**src/rtl/fetch_pc_predict.sv**
```systemverilog
// Fetch-stage PC generator with a direct-mapped BTB and 2-bit direction counters.
// Picks next PCF from reset vector, EX redirect, stall hold, predicted target or PC+4.
module fetch_pc_predict #(
    parameter logic [31:0] RESET_VALUE_32 = 32'h1000_0000,
    parameter int unsigned BTB_ENTRIES    = 16
) (
    input  logic        clk,
    input  logic        n_rst,
    input  logic        StallF,
    input  logic        RedirectE,
    input  logic [31:0] RedirectPCE,
    input  logic        ResolveValidE,
    input  logic [31:0] PCE,
    input  logic        TakenE,
    input  logic [31:0] TargetE,
    output logic [31:0] PCF,
    output logic [31:0] PC_plus4F,
    output logic        PredTakenF,
    output logic [31:0] PredTargetF
);

    localparam int unsigned IDX_W = $clog2(BTB_ENTRIES);
    localparam int unsigned TAG_W = 32 - IDX_W - 2;

    logic [31:0]            pcf_q, pcf_d;
    logic [BTB_ENTRIES-1:0] valid_q;
    logic [TAG_W-1:0]       tag_q    [BTB_ENTRIES];
    logic [31:0]            target_q [BTB_ENTRIES];
    logic [1:0]             ctr_q    [BTB_ENTRIES];

    logic [IDX_W-1:0] f_idx, e_idx;
    logic [TAG_W-1:0] f_tag, e_tag;
    logic             f_hit, e_hit;
    logic             train_we;
    logic [1:0]       train_ctr;
    logic             unused_pce_lo;

    // Fetch-side lookup on the current PC (pre-edge BTB contents).
    assign f_idx       = PCF[IDX_W+1:2];
    assign f_tag       = PCF[31:IDX_W+2];
    assign f_hit       = valid_q[f_idx] && (tag_q[f_idx] == f_tag);
    assign PCF         = pcf_q;
    assign PC_plus4F   = pcf_q + 32'd4;
    assign PredTakenF  = f_hit && ctr_q[f_idx][1];
    assign PredTargetF = f_hit ? target_q[f_idx] : PC_plus4F;

    // Resolve-side lookup for training.
    assign e_idx         = PCE[IDX_W+1:2];
    assign e_tag         = PCE[31:IDX_W+2];
    assign e_hit         = valid_q[e_idx] && (tag_q[e_idx] == e_tag);
    assign unused_pce_lo = ^PCE[1:0];

    // Next fetch PC: redirect beats stall, stall beats prediction.
    always_comb begin
        pcf_d = PC_plus4F;
        if (RedirectE) begin
            pcf_d = RedirectPCE;
        end else if (StallF) begin
            pcf_d = pcf_q;
        end else if (PredTakenF) begin
            pcf_d = PredTargetF;
        end
    end

    // Training decision: saturating update on hit, allocate weakly-taken on taken miss.
    always_comb begin
        train_we  = 1'b0;
        train_ctr = ctr_q[e_idx];
        if (ResolveValidE) begin
            if (e_hit) begin
                train_we = 1'b1;
                if (TakenE) begin
                    train_ctr = (ctr_q[e_idx] == 2'b11) ? 2'b11 : ctr_q[e_idx] + 2'd1;
                end else begin
                    train_ctr = (ctr_q[e_idx] == 2'b00) ? 2'b00 : ctr_q[e_idx] - 2'd1;
                end
            end else if (TakenE) begin
                train_we  = 1'b1;
                train_ctr = 2'b10;
            end
        end
    end

    always_ff @(posedge clk) begin
        if (n_rst) begin
            pcf_q   <= RESET_VALUE_32;
            valid_q <= '0;
        end else begin
            pcf_q <= pcf_d;
            if (train_we) begin
                valid_q[e_idx] <= 1'b1;
                tag_q[e_idx]   <= e_tag;
                ctr_q[e_idx]   <= train_ctr;
                if (TakenE) begin
                    target_q[e_idx] <= TargetE;
                end
            end
        end
    end

endmodule

```
**config.mk**
```make
export PLATFORM = sky130hd
export DESIGN_NAME = fetch_pc_predict
export DESIGN_NICKNAME = d
export VERILOG_FILES = /design/src/rtl/fetch_pc_predict.sv
export SDC_FILE = /design/constraint.sdc
export NUM_CORES = 1
export LEC_CHECK = 0
export CAP_MARGIN = 10
export CORE_ASPECT_RATIO = 1.5
export CORE_MARGIN = 5
export CORE_UTILIZATION = 45
export CTS_BUF_LIST = sky130_fd_sc_hd__clkbuf_8 sky130_fd_sc_hd__clkbuf_16
export DETAILED_ROUTE_END_ITERATION = 8
export PLACE_DENSITY = 0.71
export REMOVE_ABC_BUFFERS = 1
export SYNTH_ARGS = -nofsm -noshare
export SYNTH_HDL_FRONTEND = slang
export SYNTH_SLANG_ARGS = --single-unit
export TNS_END_PERCENT = 5
```
**constraint.sdc**
```tcl
create_clock -name clk -period 16.7 [get_ports clk]
set_input_delay 2.505 -clock clk [delete_from_list [all_inputs] [get_ports clk]]
set_output_delay 2.505 -clock clk [all_outputs]
set_load 0.05 [all_outputs]
```
Word level (Yosys, flattened, before mapping)
Memory sizes are Yosys's and may differ from the RTL's. A register that Yosys moved wholly into a read port is not among the register bits. Cells that the tools add are included. Widths: inputs -> output; s select.

Flip-flop bits (word level): 48. Memory bits (writable): 960. Output and inout bits: 97. Word-level logic and storage cells: 52. Memories kept: 3.

Memory list: target_q (words 16, bits a word 32, read ports 1, clocked after memory_dff 1, write ports 1, line 28) `logic [31:0] target_q [BTB_ENTRIES];`; tag_q (words 16, bits a word 26, read ports 2, clocked after memory_dff 1, write ports 1, line 27) `logic [TAG_W-1:0] tag_q [BTB_ENTRIES];`; ctr_q (words 16, bits a word 2, read ports 2, clocked after memory_dff 1, write ports 1, line 29) `logic [1:0] ctr_q [BTB_ENTRIES];`.

$add $sub $neg: 3. Order comparisons: 3. Equality and inequality tests: 4. Mux-type cells: 31. Bitwise operators: 1. Reductions and logical operators: 5.

Operators by type and width (number): $mux 32 (4); $eq 26x26->1 (2); $add 32x3->32 const B (1); $mux 4 (6); $or 16x16->16 (1); $mux 1 (12); $mux 2 (6); $lt 4x5->1 const B (2); $bmux 1 s4 (2); $demux 1 s4 (1); $ge 4x1->1 const B (1); $logic_and 1x1->1 (4); $add 2x1->2 const B (1); $eq 2x2->1 const B (1); $logic_not 2->1 (1); $ne 2x1->1 const B (1); $sub 2x1->2 const B (1).

Logic depth before layout (Yosys ltp)
Word-level depth: 9. Mapped depth: 15.

Worst setup path after synthesis
Ideal clock, no wire load.

Path type: input -> register. Start point: input PCE[2]. End point: memory ctr_q[13][0], enable pin. Data arrival time: 6860 ps. Required time: 16287 ps. Setup slack: 9427 ps. Cell stages on the path: 13. Buffers on the path: 4. Cells stage by stage: buf_6 > clkbuf_1 > buf_1 > mux4_2 > mux4_2 > xnor2_1 > nand4_1 > nor4_1 > nand2_1 > and2_4 > or3_1 > buf_6 > nor2_1.

Word-level cells in the longest chain between the ends: 8. Elaborated cells between the ends (all ways): 10. Those cells by class: eq/ne (1); mux (7); reduce/logical (1); memory (1).

RTL lines: start, declared (line 13) `input logic [31:0] PCE,`; $mem_v2 16x26 or $bmux 1 s4 (tied branches); $eq 26x26->1 or $mux 1 (tied branches) (line 50) `assign e_hit = valid_q[e_idx] && (tag_q[e_idx] == e_tag);`; $logic_and 1x1->1 (line 50); $mux 1 (line 70) `if (e_hit) begin`; $mux 1 (line 69) `if (ResolveValidE) begin`; $mux 1 (line 90) `if (train_we) begin`; $mux 1 (line 85) `if (n_rst) begin`; $mux 1 (implied by the code) (line 93) `ctr_q[e_idx] <= train_ctr;`; end, declared (line 29).

Parallel ways exist; a longest one is shown, timed or not. The select of a mux whose other input is x is not followed.

==> results.md <==
- The run finished with clean final reports.
- The type of the most critical hold path is flip-flop to flip-flop.
- The number of inserted filler cells in the final layout is 7745.
- The insertion delay to the later sink of the worst-skew pair is 0.68 ns.
- Subtracting the final worst setup slack from the clock period gives around 9.2 ns.
- The number of remaining DRC errors is 0.
- The number of ports placed on the die boundary is 199.
- Global routing finished with a remaining overflow of 0.
- The area of the mapped netlist is 44300 µm².
- The floorplan row count is roughly 140.
- Input and output buffers added on the ports amount to 196.
- The count of warnings emitted by yosys is 0.
- The kind of start point of the critical path is a flip-flop.
- The net total in the final layout is 2529.
- Setup violations remaining at the end of the flow were counted as 0.
- Headroom to the max-slew limit came out at 26.9%.
- The share of layout cells above drive strength 1 is between 20% and 30%.
- After routing the design area is 51000 µm².
- The buffer levels on the longest clock path is 3.
- The number of antenna violations at the first check in global routing is 15.
- For this run, the total global-route usage over all layers was measured as 23.0%.
- The via count of the first global-routing pass came to 25200.
- The pre-antenna-repair detailed-routing pass consisted of 6 iterations.
- By area the synthesized netlist is led by sky130_fd_sc_hd__edfxtp_1, sky130_fd_sc_hd__mux4_2, sky130_fd_sc_hd__dfxtp_1.
- Counting tap cells, the placed design contains a total of 3617 instances.
- The flip-flop cell with the highest count after synthesis is sky130_fd_sc_hd__edfxtp_1.
- In the finished design, the share of the clock period the worst path needs comes to 54.9%.
- The library cell used most frequently in the layout, excluding fill and tap cells, is sky130_fd_sc_hd__edfxtp_1.
- After synthesis, flip-flops and latches occupy 67.5% of the total area.
- From synthesis to final layout, the design area changed by 15.1%.
- The buffer type at the clock tree root is sky130_fd_sc_hd__clkbuf_16.
- The library cell appearing most often on the critical path is sky130_fd_sc_hd__mux4_2.
- Each instance of the synthesized netlist takes up on average 19.8 µm².
- The largest net degree at the start of global routing is 135.
- The starting density of the core is 45.1%.
- The die is 266 µm wide.
- Once the clock tree was built, the resizer swapped 0 gates to a different size.
- The largest incremental delay on the critical path is 1.21 ns.
- At the worst endpoint, the required time is around 14 ns.
- After detailed routing, the average wire length per cell comes to 32.2 µm.
- The clock input transition at the sequential cells of the worst setup and hold paths is 0.06 ns.
- Leaving out fill and tap cells, the most frequent cells in the layout are sky130_fd_sc_hd__edfxtp_1, sky130_fd_sc_hd__mux4_2, sky130_fd_sc_hd__clkdlybuf4s50_1.
- Of all nets on the critical path, the largest fanout is 47.
- On the critical path, the stage with the largest delay is an instance of sky130_fd_sc_hd__or4_2.
- The vias after detailed routing is 24400.
- The signal on the critical path passes through buf_4 > mux4_2 > mux4_2 > xnor2_1 > inv_1 > nor2_1 > nand4_1 > or4_2 > mux2_2 > clkdlybuf4s50_1.
- The highest clock frequency the design can meet is 109 MHz.
- Power spread over the standard cell area amounts to ~110 nW/µm².
- The maximum ir drop on the vdd rail is 75.5 µV.
- For the pin with the worst max-slew slack, the measured transition is between 1 and 1.5 ns.
- The placed instance area is roughly 48000 µm².
- The number of setup buffers added after CTS is 0.
- The final core utilization is 52.0%.
- After synthesis the netlist holds a flip-flop and latch count of 1012.
- The number of distinct library cells after synthesis is 61.
- The number of standard cells after synthesis is roughly 2200.
- The first-pass GRT wire length is approximately 180000 µm.
- The library cell with the largest summed area after synthesis is sky130_fd_sc_hd__edfxtp_1.
- The average vias per placed instance is 6.43.
- The number of DRC violations after detailed-routing iteration 0 is 2982.
- Once routing completed, OpenROAD measured the worst setup slack at 7.53 ns.
- OpenSTA, run right after detailed placement, puts the worst setup slack at roughly 7.4 ns.
- At the end of routability-driven placement, the weighted congestion stood at 0.845.
- Yosys mapped a number of flops with a built-in enable equal to 960.
- The max-capacitance violation count is 0.
- The proportion of synthesized flip-flops having asynchronous set or reset is 0%.
- The portion of synthesized cell area occupied by the leading cell type is 65.1%.
- The number of sinks handled by clock tree synthesis is approximately 1000.
- Buffers inserted during clock tree synthesis total 94.
- The remaining antenna violation count after routing is 0.
- The clock arrives with 0.0229 ns of skew.
- The core region area is 98100 µm².
- STA classifies the critical path endpoint as a primary output.
- Summed over all cells, the static leakage comes to 15.8 nW.
- The count of cells in the finished layout, fillers not included, comes to between 3000 and 4000.
- The CTS H-tree depth is 3.
- The die is 394 µm tall.
- Hold repair after CTS inserted 0 buffers.
- In the final timing run, aggregate negative setup slack is 0 ns.
- The critical setup path kind is flip-flop to primary output.
- Setup repair after global routing left no endpoint under its margin.
- The die footprint is 105000 µm².
- The hold violation count in the final report is 0.
- The data arrival at the endpoint of the critical path is around 6.7 ns.
- TritonCTS built the clock tree.
- The total wire length is 122000 µm.
- The estimated wirelength of the detail-placed design is approximately 74000 µm.
- The max-slew violation count came to 0.
==> power breakdown <==
group	internal (W)	switching, W
Clock	0.00126	0.000941
Sequential	0.00280	0.0000387
Combinational	0.000248	0.000337
Total	0.00430	0.00132
==> area by class of cell <==
class,instances,area (µm²),share of cell area [%]
multi-input combinational,1013,13700,26.9
clock inverter,78,749,1.47
inverter,47,178,0.348
sequential,1012,29900,58.6
timing repair buffer,258,2420,4.74
clock buffer,97,2420,4.74
antenna,7,17.5,0.0344
tap,1287,1610,3.16
==> flip-flops by register name (all words and copies together), names as in the netlist, named ones only <==
register and count:
PCF 32, ctr_q 32, tag_q 416, target_q 512, valid_q 16
==> cells in the mapped netlist, types with 3 or more instances <==
| cell type | count |
|---|---|
| sky130_fd_sc_hd__nand3b_1 | 3 |
| sky130_fd_sc_hd__mux4_2 | 386 |
| sky130_fd_sc_hd__nor2b_1 | 18 |
| sky130_fd_sc_hd__and3b_1 | 3 |
| sky130_fd_sc_hd__nand2b_1 | 11 |
| sky130_fd_sc_hd__and3_1 | 9 |
| sky130_fd_sc_hd__mux2i_1 | 92 |
| sky130_fd_sc_hd__nand3_1 | 18 |
| sky130_fd_sc_hd__o22ai_1 | 15 |
| sky130_fd_sc_hd__o22ai_2 | 8 |
| sky130_fd_sc_hd__buf_6 | 3 |
| sky130_fd_sc_hd__o21ai_0 | 13 |
| sky130_fd_sc_hd__o221ai_1 | 6 |
| sky130_fd_sc_hd__xor2_1 | 17 |
| sky130_fd_sc_hd__mux2_1 | 3 |
| sky130_fd_sc_hd__a221oi_1 | 4 |
| sky130_fd_sc_hd__xnor2_1 | 57 |
| sky130_fd_sc_hd__nor2_2 | 6 |
| sky130_fd_sc_hd__buf_4 | 14 |
| sky130_fd_sc_hd__and2_1 | 4 |
| sky130_fd_sc_hd__a21oi_1 | 35 |
| sky130_fd_sc_hd__nand2_1 | 40 |
| sky130_fd_sc_hd__nor2_1 | 73 |
| sky130_fd_sc_hd__edfxtp_1 | 960 |
| sky130_fd_sc_hd__inv_1 | 47 |
| sky130_fd_sc_hd__buf_2 | 38 |
| sky130_fd_sc_hd__or4_1 | 3 |
| sky130_fd_sc_hd__or3_1 | 11 |
| sky130_fd_sc_hd__nand4_1 | 23 |
| sky130_fd_sc_hd__clkbuf_1 | 83 |
| sky130_fd_sc_hd__nor4b_1 | 6 |
| sky130_fd_sc_hd__a22o_1 | 6 |
| sky130_fd_sc_hd__dfxtp_1 | 52 |
| sky130_fd_sc_hd__and4_1 | 5 |
| sky130_fd_sc_hd__a221o_1 | 25 |
| sky130_fd_sc_hd__buf_1 | 20 |
| sky130_fd_sc_hd__nor4_1 | 7 |
| sky130_fd_sc_hd__nor3_1 | 12 |
| sky130_fd_sc_hd__a22oi_1 | 13 |
| sky130_fd_sc_hd__mux4_1 | 9 |
| sky130_fd_sc_hd__a2111oi_0 | 3 |
| sky130_fd_sc_hd__mux2_2 | 46 |
==> critical path: cells and delay by family (launching register included) <==
| family | cells | cell delay, ns |
|---|---|---|
| DFF | 1 | 0.97 |
| and+or+nand+nor | 3 | 1.43 |
| buffers and inverters | 3 | 1.63 |
| xor gates and xnor gates | 1 | 0.37 |
| muxes | 3 | 1.48 |
==> routing by layer <==
metal / vias up / global-route usage [%] / part of all wire (%)
met4: 6 / 8.94 / 4.0
li1: 9764 / - / -
met1: 12900 / 29.6 / 36
met2: 1452 / 38.6 / 51
met5: - / 0 / 0.028
met3: 292 / 4.58 / 9.2
==> kinds of logic (layout without fill, tap and decap cells) <==
group / Yosys count / count (layout) / synth area share [%]
flip-flops: 1012 / 1012 / 67.5
multiplexers: 536 / 536 / 23.5
AND/OR/NAND/NOR: 257 / 257 / 3.03
buffers and inverters: 207 / 480 / 2.07
AO/OA/AOI/OAI: 145 / 145 / 2.47
XOR/XNOR: 74 / 74 / 1.46
adder cells (fa/ha/maj): 1 / 1 / 0.0283
other: 0 / 7 / 0
==> final timing paths <==
check,from,to,slack [ns],depth (start not counted)
setup / recovery,flip-flop,PredTargetF[23],7.53,10
hold / removal,valid_q[3],valid_q[3],0.49,2
setup reg to reg,flip-flop,PCF[1],11.16,11
hold reg to reg,valid_q[3],valid_q[3],0.49,2
==> metrics by stage <==
stage	hold slack (ns)	power, W
finish	0.491	0.00562
global route	0.513	0.00579
global placement	0.467	0.00347
CTS	0.491	0.00565
floorplan	0.454	0.00328
detailed placement	0.483	0.00348
Power figures use the tool's default switching activity.
